--- src/rtl/boot_loader.sv ---
// boot_loader -- byte-stream boot sequencer for the instruction and data BRAMs.
//
// Consumes blocks {TGT, CNT_LO, CNT_HI, payload[4*CNT]} from a byte source,
// packs payload bytes little-endian into 32-bit words and writes them through
// the BRAM write ports. Each target keeps its own append pointer. TGT 0xFF
// releases the core (init_done high, pc_stall low); malformed streams latch a
// sticky error and keep the core stalled. Both end states hold until reset.
//
// Ports:
//   clk, rst        clock (rising edge), asynchronous active-low reset
//   rx_data/valid   incoming byte stream
//   rx_ready        byte accepted when rx_valid & rx_ready at a rising edge
//   mem_w_addr      word-aligned byte address of the current write
//   mem_w_dat       assembled word
//   mem_w_byte_enb  4'b1111 during a write
//   i_w_enb/d_w_enb instruction / data BRAM write strobes
//   init_done       high only in RUN (data-BRAM port mux select)
//   pc_stall        low only in RUN
//   error           sticky fault flag
//   words_loaded    words written since reset, saturating
//
// Optional feature: define BOOT_LOADER_CHECKSUM_EN to require one XOR checksum
// byte after each block's payload.
module boot_loader #(
  parameter int ADDR_WIDTH  = 12,
  parameter int DEPTH_WORDS = 1024
) (
  input  logic                  clk,
  input  logic                  rst,
  input  logic [7:0]            rx_data,
  input  logic                  rx_valid,
  output logic                  rx_ready,
  output logic [ADDR_WIDTH-1:0] mem_w_addr,
  output logic [31:0]           mem_w_dat,
  output logic [3:0]            mem_w_byte_enb,
  output logic                  i_w_enb,
  output logic                  d_w_enb,
  output logic                  init_done,
  output logic                  pc_stall,
  output logic                  error,
  output logic [15:0]           words_loaded
);

  typedef enum logic [2:0] {
    S_HDR_TGT, S_HDR_LO, S_HDR_HI, S_DATA, S_WRITE, S_CHECK, S_RUN, S_ERROR
  } state_t;

  state_t                state_q, state_d;
  logic                  tgt_q;          // 0 = instruction, 1 = data
  logic [7:0]            cnt_lo_q;
  logic [15:0]           rem_q;
  logic [1:0]            bidx_q;
  logic [31:0]           asm_q, asm_d;
  logic [16:0]           ptr_i_q, ptr_d_q;
  logic [15:0]           words_q;
  logic                  rx_ready_q, rx_ready_d;
  logic [ADDR_WIDTH-1:0] addr_q, addr_d;
  logic [31:0]           dat_q, dat_d;
  logic                  i_w_q, i_w_d, d_w_q, d_w_d;
  logic                  init_q, init_d, stall_q, stall_d, err_q, err_d;
`ifdef BOOT_LOADER_CHECKSUM_EN
  logic [7:0]            csum_q;
`endif

  logic        accept;
  logic [15:0] cnt_full;
  logic [16:0] ptr_cur;
  logic        fits;

  // Acceptance uses the registered ready so the source sees exactly what we act on.
  assign accept   = rx_valid & rx_ready_q;
  assign cnt_full = {rx_data, cnt_lo_q};
  assign ptr_cur  = tgt_q ? ptr_d_q : ptr_i_q;
  // 17-bit sum cannot wrap: pointer <= DEPTH_WORDS, count <= 0xFFFF.
  assign fits     = (ptr_cur + {1'b0, cnt_full}) <= 17'(DEPTH_WORDS);

  // Little-endian packing: each new byte enters at the top, so after four
  // bytes the first one has reached bits [7:0].
  always_comb begin
    asm_d = asm_q;
    if (state_q == S_DATA && accept) asm_d = {rx_data, asm_q[31:8]};
  end

  // State register
  always_ff @(posedge clk or negedge rst) begin
    if (!rst) state_q <= S_HDR_TGT;
    else      state_q <= state_d;
  end

  // Next-state logic
  always_comb begin
    state_d = state_q;
    case (state_q)
      S_HDR_TGT: if (accept) begin
        if (rx_data == 8'h00 || rx_data == 8'h01) state_d = S_HDR_LO;
        else if (rx_data == 8'hFF)                state_d = S_RUN;
        else                                      state_d = S_ERROR;
      end
      S_HDR_LO: if (accept) state_d = S_HDR_HI;
      S_HDR_HI: if (accept) begin
        if (!fits)                state_d = S_ERROR;
`ifdef BOOT_LOADER_CHECKSUM_EN
        else if (cnt_full == '0)  state_d = S_CHECK;
`else
        else if (cnt_full == '0)  state_d = S_HDR_TGT;
`endif
        else                      state_d = S_DATA;
      end
      S_DATA: if (accept && bidx_q == 2'd3) state_d = S_WRITE;
      S_WRITE: begin
`ifdef BOOT_LOADER_CHECKSUM_EN
        if (rem_q == 16'd1) state_d = S_CHECK;
`else
        if (rem_q == 16'd1) state_d = S_HDR_TGT;
`endif
        else                state_d = S_DATA;
      end
`ifdef BOOT_LOADER_CHECKSUM_EN
      S_CHECK: if (accept) state_d = (rx_data == csum_q) ? S_HDR_TGT : S_ERROR;
`endif
      S_RUN:   state_d = S_RUN;
      S_ERROR: state_d = S_ERROR;
      default: state_d = S_ERROR;
    endcase
  end

  // Output logic: outputs are registered from the next state, so a write
  // strobe is visible for exactly the cycle the FSM spends in WRITE.
  always_comb begin
    rx_ready_d = (state_d == S_HDR_TGT) || (state_d == S_HDR_LO) ||
                 (state_d == S_HDR_HI)  || (state_d == S_DATA)   ||
                 (state_d == S_CHECK);
    i_w_d   = (state_d == S_WRITE) && !tgt_q;
    d_w_d   = (state_d == S_WRITE) &&  tgt_q;
    init_d  = (state_d == S_RUN);
    stall_d = (state_d != S_RUN);
    err_d   = (state_d == S_ERROR);
    addr_d  = addr_q;
    dat_d   = dat_q;
    if (state_d == S_WRITE) begin
      addr_d = {ptr_cur[ADDR_WIDTH-3:0], 2'b00};
      dat_d  = asm_d;
    end
  end

  always_ff @(posedge clk or negedge rst) begin
    if (!rst) begin
      rx_ready_q <= 1'b0;
      addr_q     <= '0;
      dat_q      <= '0;
      i_w_q      <= 1'b0;
      d_w_q      <= 1'b0;
      init_q     <= 1'b0;
      stall_q    <= 1'b1;
      err_q      <= 1'b0;
    end else begin
      rx_ready_q <= rx_ready_d;
      addr_q     <= addr_d;
      dat_q      <= dat_d;
      i_w_q      <= i_w_d;
      d_w_q      <= d_w_d;
      init_q     <= init_d;
      stall_q    <= stall_d;
      err_q      <= err_d;
    end
  end

  // Block bookkeeping: target, remaining count, byte index, pointers.
  always_ff @(posedge clk or negedge rst) begin
    if (!rst) begin
      tgt_q    <= 1'b0;
      cnt_lo_q <= '0;
      rem_q    <= '0;
      bidx_q   <= '0;
      asm_q    <= '0;
      ptr_i_q  <= '0;
      ptr_d_q  <= '0;
      words_q  <= '0;
`ifdef BOOT_LOADER_CHECKSUM_EN
      csum_q   <= '0;
`endif
    end else begin
      case (state_q)
        S_HDR_TGT: if (accept && rx_data[7:1] == 7'd0) tgt_q <= rx_data[0];
        S_HDR_LO:  if (accept) cnt_lo_q <= rx_data;
        S_HDR_HI:  if (accept) begin
          rem_q  <= cnt_full;
          bidx_q <= '0;
`ifdef BOOT_LOADER_CHECKSUM_EN
          csum_q <= '0;
`endif
        end
        S_DATA: if (accept) begin
          asm_q  <= asm_d;
          bidx_q <= bidx_q + 2'd1;
`ifdef BOOT_LOADER_CHECKSUM_EN
          csum_q <= csum_q ^ rx_data;
`endif
        end
        S_WRITE: begin
          if (tgt_q) ptr_d_q <= ptr_d_q + 17'd1;
          else       ptr_i_q <= ptr_i_q + 17'd1;
          if (words_q != 16'hFFFF) words_q <= words_q + 16'd1;
          rem_q <= rem_q - 16'd1;
        end
        default: ;
      endcase
    end
  end

  assign rx_ready       = rx_ready_q;
  assign mem_w_addr     = addr_q;
  assign mem_w_dat      = dat_q;
  assign mem_w_byte_enb = {4{i_w_q | d_w_q}};
  assign i_w_enb        = i_w_q;
  assign d_w_enb        = d_w_q;
  assign init_done      = init_q;
  assign pc_stall       = stall_q;
  assign error          = err_q;
  assign words_loaded   = words_q;

endmodule

--- config.mk ---
export PLATFORM = sky130hd
export DESIGN_NAME = boot_loader
export DESIGN_NICKNAME = d
export VERILOG_FILES = /design/src/rtl/boot_loader.sv
export SDC_FILE = /design/constraint.sdc
export NUM_CORES = 1
export LEC_CHECK = 0
export BUFFER_PORTS_ARGS = -buffer_cell sky130_fd_sc_hd__buf_2
export CELL_PAD_IN_SITES_DETAIL_PLACEMENT = 2
export CELL_PAD_IN_SITES_GLOBAL_PLACEMENT = 2
export CORE_MARGIN = 10
export CORE_UTILIZATION = 43
export DETAILED_ROUTE_END_ITERATION = 8
export HOLD_SLACK_MARGIN = 0.15
export PLACE_DENSITY = 0.89
export SLEW_MARGIN = 10
export SYNTH_ARGS = -nofsm -noshare
export SYNTH_HDL_FRONTEND = slang
export SYNTH_SLANG_ARGS = --single-unit
--- constraint.sdc ---
create_clock -name clk -period 10.9 [get_ports clk]
set_clock_uncertainty 0.05 [all_clocks]
set_input_delay 0 -clock clk [delete_from_list [all_inputs] [get_ports clk]]
set_output_delay 0 -clock clk [all_outputs]
set_load 0.005 [all_outputs]
Yosys cells after proc, flatten, opt, wreduce, memory -nomap -nowiden. Cells that the tools add are included.

Add/sub/neg operators: 6. $lt $le $gt $ge: 1. Equality and inequality tests: 20. Muxes and demuxes: 17. Bitwise operators: 3. Reductions and logical operators: 26.

Operators by type and width (number): 17-bit by 1-bit adder with 17-bit output (second input constant) (2); 32-bit two-way mux (1); 16-bit one-hot mux with 2 select lines (1); 3-bit equality test (second input constant) (6); 3-bit two-way mux (6); 3-bit one-hot mux with 6 select lines (1); 17-bit by 16-bit adder with 17-bit output (1); 17-bit by 11-bit less-or-equal comparator with 1-bit output (second input constant) (1); 17-bit two-way mux (1); 16-bit by 1-bit adder with 16-bit output (second input constant) (1); 16-bit by 1-bit equality test with 1-bit output (second input constant) (1); 16-bit zero test (1); 16-bit two-way mux (1); 16-bit != test (second input constant) (1); 16-bit by 1-bit subtractor with 16-bit output (second input constant) (1); 2-bit AND reduction (7); 3-bit by 2-bit equality test with 1-bit output (second input constant) (4); 8-bit by 1-bit equality test with 1-bit output (second input constant) (1); 8-bit equality test (second input constant) (1); 8-bit zero test (1); 2-bit two-way mux (4); 7-bit zero test (1); 3-bit by 1-bit equality test with 1-bit output (second input constant) (2); 3-bit zero test (2); 14 further kinds (24).

Register bits after elaboration: 160. Output and inout port bits: 70.

Logic depth before layout (Yosys ltp). Gate-level depths: netlist of the first run.

Depth in word-level cells: 11. Depth in mapped cells: 14.

Worst setup path after synthesis of the first run. No wires, ideal clock.

Path type: flip-flop to flip-flop. Start point: register tgt_q. End point: register init_q, in the netlist init_done. Library setup time: 0.120 ns. Arrival time: 3.458 ns. Data required time: 10.730 ns. Path slack: 7.272 ns. Stages on the path, launching flop included: 15. Path buffers: 2. Clock period less this slack: 3.628 ns. Cell sequence: dfrtp_1 > clkbuf_1 > clkbuf_1 > mux2_2 > ha_1 > fa_1 > a21oi_1 > nor4_1 > o311a_1 > or3_1 > a32oi_2 > and3_1 > a31o_1 > clkinv_1 > and4_1.

Word-level cells in the longest chain between the ends: 7.

Ends and longest elaborated chain: start: declaration (line 49) `logic tgt_q;`; start signal: assignment (line 184) `S_HDR_TGT: if (accept && rx_data[7:1] == 7'd0) tgt_q <= rx_data[0];`; 17-bit two-way mux (line 73) `assign ptr_cur = tgt_q ? ptr_d_q : ptr_i_q;`; named net ptr_cur[0] (line 67) `logic [16:0] ptr_cur;`; 17-bit by 16-bit adder with 17-bit output (line 75) `assign fits = (ptr_cur + {1'b0, cnt_full}) <= 17'(DEPTH_WORDS);`; 17-bit by 11-bit less-or-equal comparator with 1-bit output (line 75); 3-bit two-way mux (line 101) `if (!fits) state_d = S_ERROR;`; 3-bit two-way mux (line 100) `S_HDR_HI: if (accept) begin`; 3-bit one-hot mux with 6 select lines (line 93) `case (state_q)`; named net state_d[2] (line 48) `state_t state_q, state_d;`; 3-bit equality test (line 135) `init_d = (state_d == S_RUN);`; named net init_d (line 60) `logic init_q, init_d, stall_q, stall_d, err_q, err_d;`; end signal: assignment (line 162) `init_q <= init_d;`; end: declaration (line 60).

The timed path passes the listed nets, and every way through them passes these cells. A chain may end at the register's enable or synchronous reset.

Final worst setup path of the first run.
Start point: register tgt_q. End point: register init_q, in the netlist init_done.

Word-level cells in the longest chain between the ends: 7.

Ends and longest elaborated chain (line): 17-bit two-way mux (73); named net ptr_cur[0] (67); 17-bit by 16-bit adder with 17-bit output (75); 17-bit by 11-bit less-or-equal comparator with 1-bit output (75); 3-bit two-way mux (101); 3-bit two-way mux (100); 3-bit one-hot mux with 6 select lines (93); 3-bit equality test (135); named net init_d (60).

The timed path passes the listed nets, and every way through them passes these cells.

==> results_dict.tcl, run 1 <==
set metrics [dict create \
    outcome "finished clean" \
    grt_pass1_vias 7117 \
    synth-simple-area-share_pct 13.1 \
    multi_input_area_sq_um 3760 \
    antenna_left 0 \
    syn_area_sq_um 7940 \
    path_cells "mux2_2 > ha_1 > fa_1 > a21oi_1 > nor4_1 > o311a_1 > o31ai_1 > xnor2_1 > o211ai_1 > o21ai_1 > and4_1" \
    synth_largest_area_cell "dfrtp_1" \
    cpMaxStageDelayCell "dfrtp_1" \
    drc 0 \
    synth-async-reset-ratio_pct 100 \
    start_util_pct 43.9 \
    critPathArrivalTime_ns 4.88 \
    h-tree-depth 4 \
    drt_iter0_markers 407 \
    post-place-ws_ns 6.69 \
    firstDrtPassIters 4 \
    layout_commonest_cell "dfrtp_1" \
    ir_drop_mv 0.129 \
    ys_types 72 \
    setup.worst_path.class "reg2reg" \
    hold_violations 0 \
    synth-edff-count 0 \
    slew_headroom_pct 23.5 \
    finalCriticalPeriod_ns 4.55 \
    synth_mux_area_share_pct 14.7 \
    cp-start-kind "flop" \
    seq_area_frac_synth_pct 50.4 \
    dp_hpwl_mm 19.2 \
    vias 6297 \
    setup_viol 0 \
    synth_xor_xnor_area_share_pct 6.16 \
    drt-total-wl_mm 29.6 \
    worstPathRequired_ns 11.23 \
    hp-class "in2reg" \
    cp_max_fo 24 \
    slew_violations 0 \
    synth_area_leaders "dfrtp_1 50%, mux2_2 14%, xnor2_1 4.2%" \
    synth_flop_cell "dfrtp_1" \
    synth_compound_area_share_pct 9.48 \
    tightest_slew_ns 1.14 \
    synth_top_family_by_area "multiplexers" \
    p_per_area_nw_per_um2 137 \
    p_clk_share_pct 50.3 \
    synth_seq_cells 160 \
    coreArea_sq_um 18100 \
    track_usage_pct 24.9 \
    fin_ws_ns 6.35 \
    area_growth_pct 16.3 \
    switching_share_pct 26.5 \
    clk_pin_slew_ns 0.08 \
    post_drt_wl_per_cell_microns 29.0 \
    yosys_warnings 0 \
    gp_congestion 0.860 \
    avgSynthCellArea_sq_um 11.4 \
    synthAdderAreaFrac_pct 3.72 \
    die_height_microns 156 \
    fin_setup_tns_ns 0 \
    layout.area.seq_sq_um 4010 \
    antenna_found_initial 0 \
    root_buffer "clkbuf_16" \
    p_switching_mw 0.336 \
    rsz0062_at_grt "no" \
    cts_made_buffers 17 \
    final_nets 814 \
    p_leak_nw 4.56 \
    fmax_ghz 0.220 \
    grt_pass1_wl_mm 46.2 \
    n_fill_cell 1789 \
    rows 49 \
    clock-sinks 160 \
    portBuffers 78 \
    drive_gt1_share_pct 29.0 \
    ctsLongestPathBuffers 2 \
    postCtsSetupBuffers 0 \
    critical_path.max_stage_delay_ns 1.05 \
    layout_common_cells "159 x dfrtp_1, 100 x mux2_2, 77 x buf_2" \
    cap_violations 0 \
    io-pin-count 81 \
    grt_overflow 0 \
    vias_per_cell 6.16 \
    cp-end-kind "flop" \
    synthDominantCellAreaShare_pct 50.1 \
    intPower_mw 0.933 \
    cts_tree "done" \
    power_frac_comb_pct 2.9 \
    grt_max_degree 112 \
    diodes 0 \
    min_period_over_period_pct 41.7 \
    seq_power_share_pct 46.8 \
    die_area_sq_um 24300 \
    cts_resized 0 \
    synthCells 697 \
    chipWidth_microns 156 \
    clk-insertion-delay-late_ns 0.46 \
]
[sequential cells by signal, indices dropped and copies added, names as in the netlist]
signal,cells
state_q,3
cnt_lo_q,8
tgt_q,1
ptr_d_q,17
rx_ready,1
words_loaded,16
asm_q,32
error,1
init_done,1
i_w_enb,1
mem_w_dat,32
bidx_q,2
ptr_i_q,17
pc_stall,1
rem_q,16
d_w_enb,1
mem_w_addr,10
[cell type report]
type / count / share of cell area, %
repair buffers: 89 / 5.43
inverters: 16 / 0.650
clock buffers: 17 / 4.61
flip-flops and latches: 160 / 43.4
multi-input cells: 496 / 40.8
clock inverters: 15 / 2.05
well taps: 229 / 3.10
[stage by stage]
step / std cells / hold WS, ns / util [%] / power (mW) / cell area (sq um)
after detailed placement: 981 / 0.177 / 47.2 / 0.637 / 8530
after CTS: 1022 / 0.163 / 51.0 / 1.28 / 9230
after global placement: 981 / 0.161 / 47.2 / 0.636 / 8530
after floorplan: 698 / -0.346 / - / 0.615 / 7950
after global routing: 1022 / 0.214 / 51.0 / 1.31 / 9230
final: 1022 / 0.188 / 51.0 / 1.27 / 9230
[worst max-delay path, delay by kind of cell (launching register included)]
family | cells | cell delay [ns]
compound gates | 5 | 1.63
xor+xnor | 1 | 0.23
flops | 1 | 1.05
simple gates | 2 | 0.35
fa+ha+maj | 2 | 0.69
mux | 1 | 0.45
[per-layer routing]
metal  up-vias  global-route usage (%)  part of all wire (%)
li1       2699                       -                     -
met1      3304                    28.9                    39
met2       208                    42.8                    52
met3        86                    4.80                   4.4
met4         0                    12.8                   4.1
met5         -                       0                     0
[Yosys cell counts, types with 4 or more instances]
library cell and n:
a211oi_1 5, a21oi_1 26, a311oi_1 4, and3_1 11, and4_1 5, buf_2 4, buf_4 6, clkbuf_1 15
dfrtp_1 159, ha_1 22, inv_1 14, mux2_2 100, nand2_1 53, nand3_1 31, nand4_1 16, nor2_1 46
nor3_1 16, nor4_1 5, o211ai_1 9, o21ai_0 19, o22ai_1 5, xnor2_1 38, xor2_1 16
[worst paths after layout]
path,startpoint,to,slack (ns),cells after the start
setup / recovery,tgt_q,init_done,6.35,11
hold / removal,rx_valid,tgt_q,0.19,4
setup reg to reg,tgt_q,init_done,6.35,11
hold reg to reg,rem_q[15],rem_q[15],0.45,1
max in group asynchronous,rst,asm_q[2],9.21,3
min in group asynchronous,rst,rem_q[10],0.22,2
[cell families (layout without fill, tap and decap cells)]
kind of cell               after synthesis  in the layout
AOI/OAI and AO/OA                      107            107
xor gates and xnor gates                55             55
adders and majority gates               23             23
buffers and inverters                   42            137
DFF                                    160            160
muxes                                  104            104
other                                    1              2
and+or+nand+nor                        205            205
[timing repair]
action                                  CTS  global route
hold buffers                              9             0
hold endpoints to repair                139             0
endpoints found under the setup margin    0             0
[power groups by stage]
| stage | Clock [mW] | Combinational (mW) | Sequential, mW |
|---|---|---|---|
| floorplan | 0 | 0.00961 | 0.605 |
| global placement | 0 | 0.0308 | 0.605 |
| detailed placement | 0 | 0.0324 | 0.605 |
| CTS | 0.645 | 0.0366 | 0.593 |
| global route | 0.674 | 0.0397 | 0.593 |
| finish | 0.638 | 0.0371 | 0.593 |
Power figures use the tool's default switching activity.
==> run 2, diff against run 1 <==
--- a/config.mk
+++ b/config.mk
@@ -9,10 +9,10 @@
 export CELL_PAD_IN_SITES_DETAIL_PLACEMENT = 2
 export CELL_PAD_IN_SITES_GLOBAL_PLACEMENT = 2
 export CORE_MARGIN = 10
-export CORE_UTILIZATION = 43
+export CORE_UTILIZATION = 40
 export DETAILED_ROUTE_END_ITERATION = 8
 export HOLD_SLACK_MARGIN = 0.15
-export PLACE_DENSITY = 0.89
+export PLACE_DENSITY = 0.83
 export SLEW_MARGIN = 10
 export SYNTH_ARGS = -nofsm -noshare
 export SYNTH_HDL_FRONTEND = slang
==> constraint.sdc (replaced) <==
create_clock -name clk -period 4.75 [get_ports clk]
set_clock_uncertainty 0.05 [all_clocks]
set_input_delay 0 -clock clk [delete_from_list [all_inputs] [get_ports clk]]
set_output_delay 0 -clock clk [all_outputs]
set_load 0.005 [all_outputs]
==> results_dict.tcl, run 2 (synthesis gave the netlist of run 1 again) <==
set metrics [dict create \
    outcome "finished clean" \
    dp_cells 1020 \
    cts_tree "done" \
    area_growth_pct 17.1 \
    critPathArrivalTime_ns 4.21 \
    io-pin-count 81 \
    chipWidth_microns 161 \
    firstDrtPassIters 5 \
    seq_power_share_pct 47.3 \
    die_height_microns 161 \
    fin_ws_ns 0.808 \
    post-place-ws_ns 0.923 \
    intPower_mw 2.14 \
    portBuffers 78 \
    drt_iter0_markers 358 \
    switching_share_pct 25.7 \
    p_clk_share_pct 49.9 \
    gp_congestion 0.870 \
    antenna_found_initial 0 \
    fin_setup_tns_ns 0 \
    coreArea_sq_um 19500 \
    die_area_sq_um 25900 \
    hold_violations 0 \
    fmax_ghz 0.254 \
    postCtsSetupBuffers 0 \
    p_switching_mw 0.740 \
    r2r_start "tgt_q" \
    slew_violations 0 \
    grt_pass1_vias 6985 \
    diodes 0 \
    clk-insertion-delay-late_ns 0.43 \
    startpoint "tgt_q" \
    vias 6201 \
    cp-start-kind "flop" \
    layout_commonest_cell "dfrtp_1" \
    drt-total-wl_mm 28.2 \
    drc 0 \
    cts_made_buffers 17 \
    cts_resized 0 \
    layout_common_cells "159 x dfrtp_1, 100 x mux2_2, 77 x buf_2" \
    hp-class "in2async" \
    slew_headroom_pct 27.9 \
    setup.worst_path.class "reg2reg" \
    finalCriticalPeriod_ns 3.94 \
    final_nets 818 \
    vias_per_cell 5.84 \
    clock-sinks 160 \
    root_buffer "clkbuf_16" \
    grt_max_degree 107 \
    rows 51 \
    worstPathRequired_ns 5.02 \
    cap_violations 0 \
    finalNonFillerCells 1062 \
    p_per_area_nw_per_um2 310 \
    cp_max_fo 13 \
    p_leak_nw 4.58 \
    track_usage_pct 22.1 \
    power_frac_comb_pct 2.9 \
    start_util_pct 40.7 \
    ir_drop_mv 0.275 \
    grt_overflow 0 \
    min_period_over_period_pct 83.0 \
    cp-end-kind "flop" \
    clk_pin_slew_ns 0.07 \
    setup_viol 0 \
    grt_pass1_wl_mm 44.7 \
    h-tree-depth 4 \
    rsz0062_at_grt "no" \
    tightest_slew_ns 1.08 \
    ctsLongestPathBuffers 2 \
    reg2reg_depth 12 \
    post_drt_wl_per_cell_microns 26.5 \
    drive_gt1_share_pct 29.2 \
    antenna_left 0 \
    p_total_mw 2.88 \
    dp_hpwl_mm 18.8 \
]
==> run 2: final cells by class <==
class	instances	area (sq um)
Sequential cell	160	4010
Clock inverter	15	179
Inverter	16	60.1
Clock buffer	17	425
Fill cell	2001	10200
Timing Repair Buffer	93	534
Tap cell	265	332
Multi-Input combinational cell	496	3760
==> run 2: power groups by stage <==
stage / logic (mW) / clock network, mW / registers (mW)
after floorplan: 0.0221 / 0 / 1.39
after global routing: 0.0898 / 1.53 / 1.36
after CTS: 0.0828 / 1.46 / 1.36
final: 0.0825 / 1.44 / 1.36
after global placement: 0.0705 / 0 / 1.39
after detailed placement: 0.0733 / 0 / 1.39
==> run 2: what timing repair did <==
item,CTS,global route
setup endpoints to repair,0,0
hold buffers,10,0
hold endpoints to repair,136,0
==> run 2: per-layer routing <==
layer	share of wire, %	GRT usage (%)	up-vias
met5	0	0	-
met4	2.5	7.03	0
met3	3.5	3.71	50
met2	53	39.2	191
met1	41	26.5	3253
li1	-	-	2707
==> run 2: path summary, 6_finish.rpt <==
kind / end / slack [ns]
hold / removal: error / 0.18
max in group asynchronous: asm_q[28] / 3.07
setup / recovery: init_done / 0.81
min in group clk: mem_w_addr[3] / 0.45
setup reg to reg: init_done / 0.81
hold reg to reg: mem_w_addr[3] / 0.45
==> run 2: stage by stage <==
step	cell area [sq um]	util, %	hold slack [ns]
after floorplan	7950	-	-0.346
after global placement	8600	44.0	0.127
after detailed placement	8600	44.0	0.142
after CTS	9300	47.6	0.273
after global routing	9300	47.6	0.287
final	9300	47.6	0.180
==> run 2: worst max-delay path, cell delays in order, from the launching register on <==
cell and delay, ns:
dfrtp_1 0.65, buf_4 0.30, mux2_2 0.42, ha_1 0.48
nand2_2 0.13, or3_4 0.40, a21oi_2 0.22, o21ai_0 0.18
a32oi_2 0.29, and3_1 0.19, a31o_1 0.22, clkinv_1 0.13
and4_1 0.16
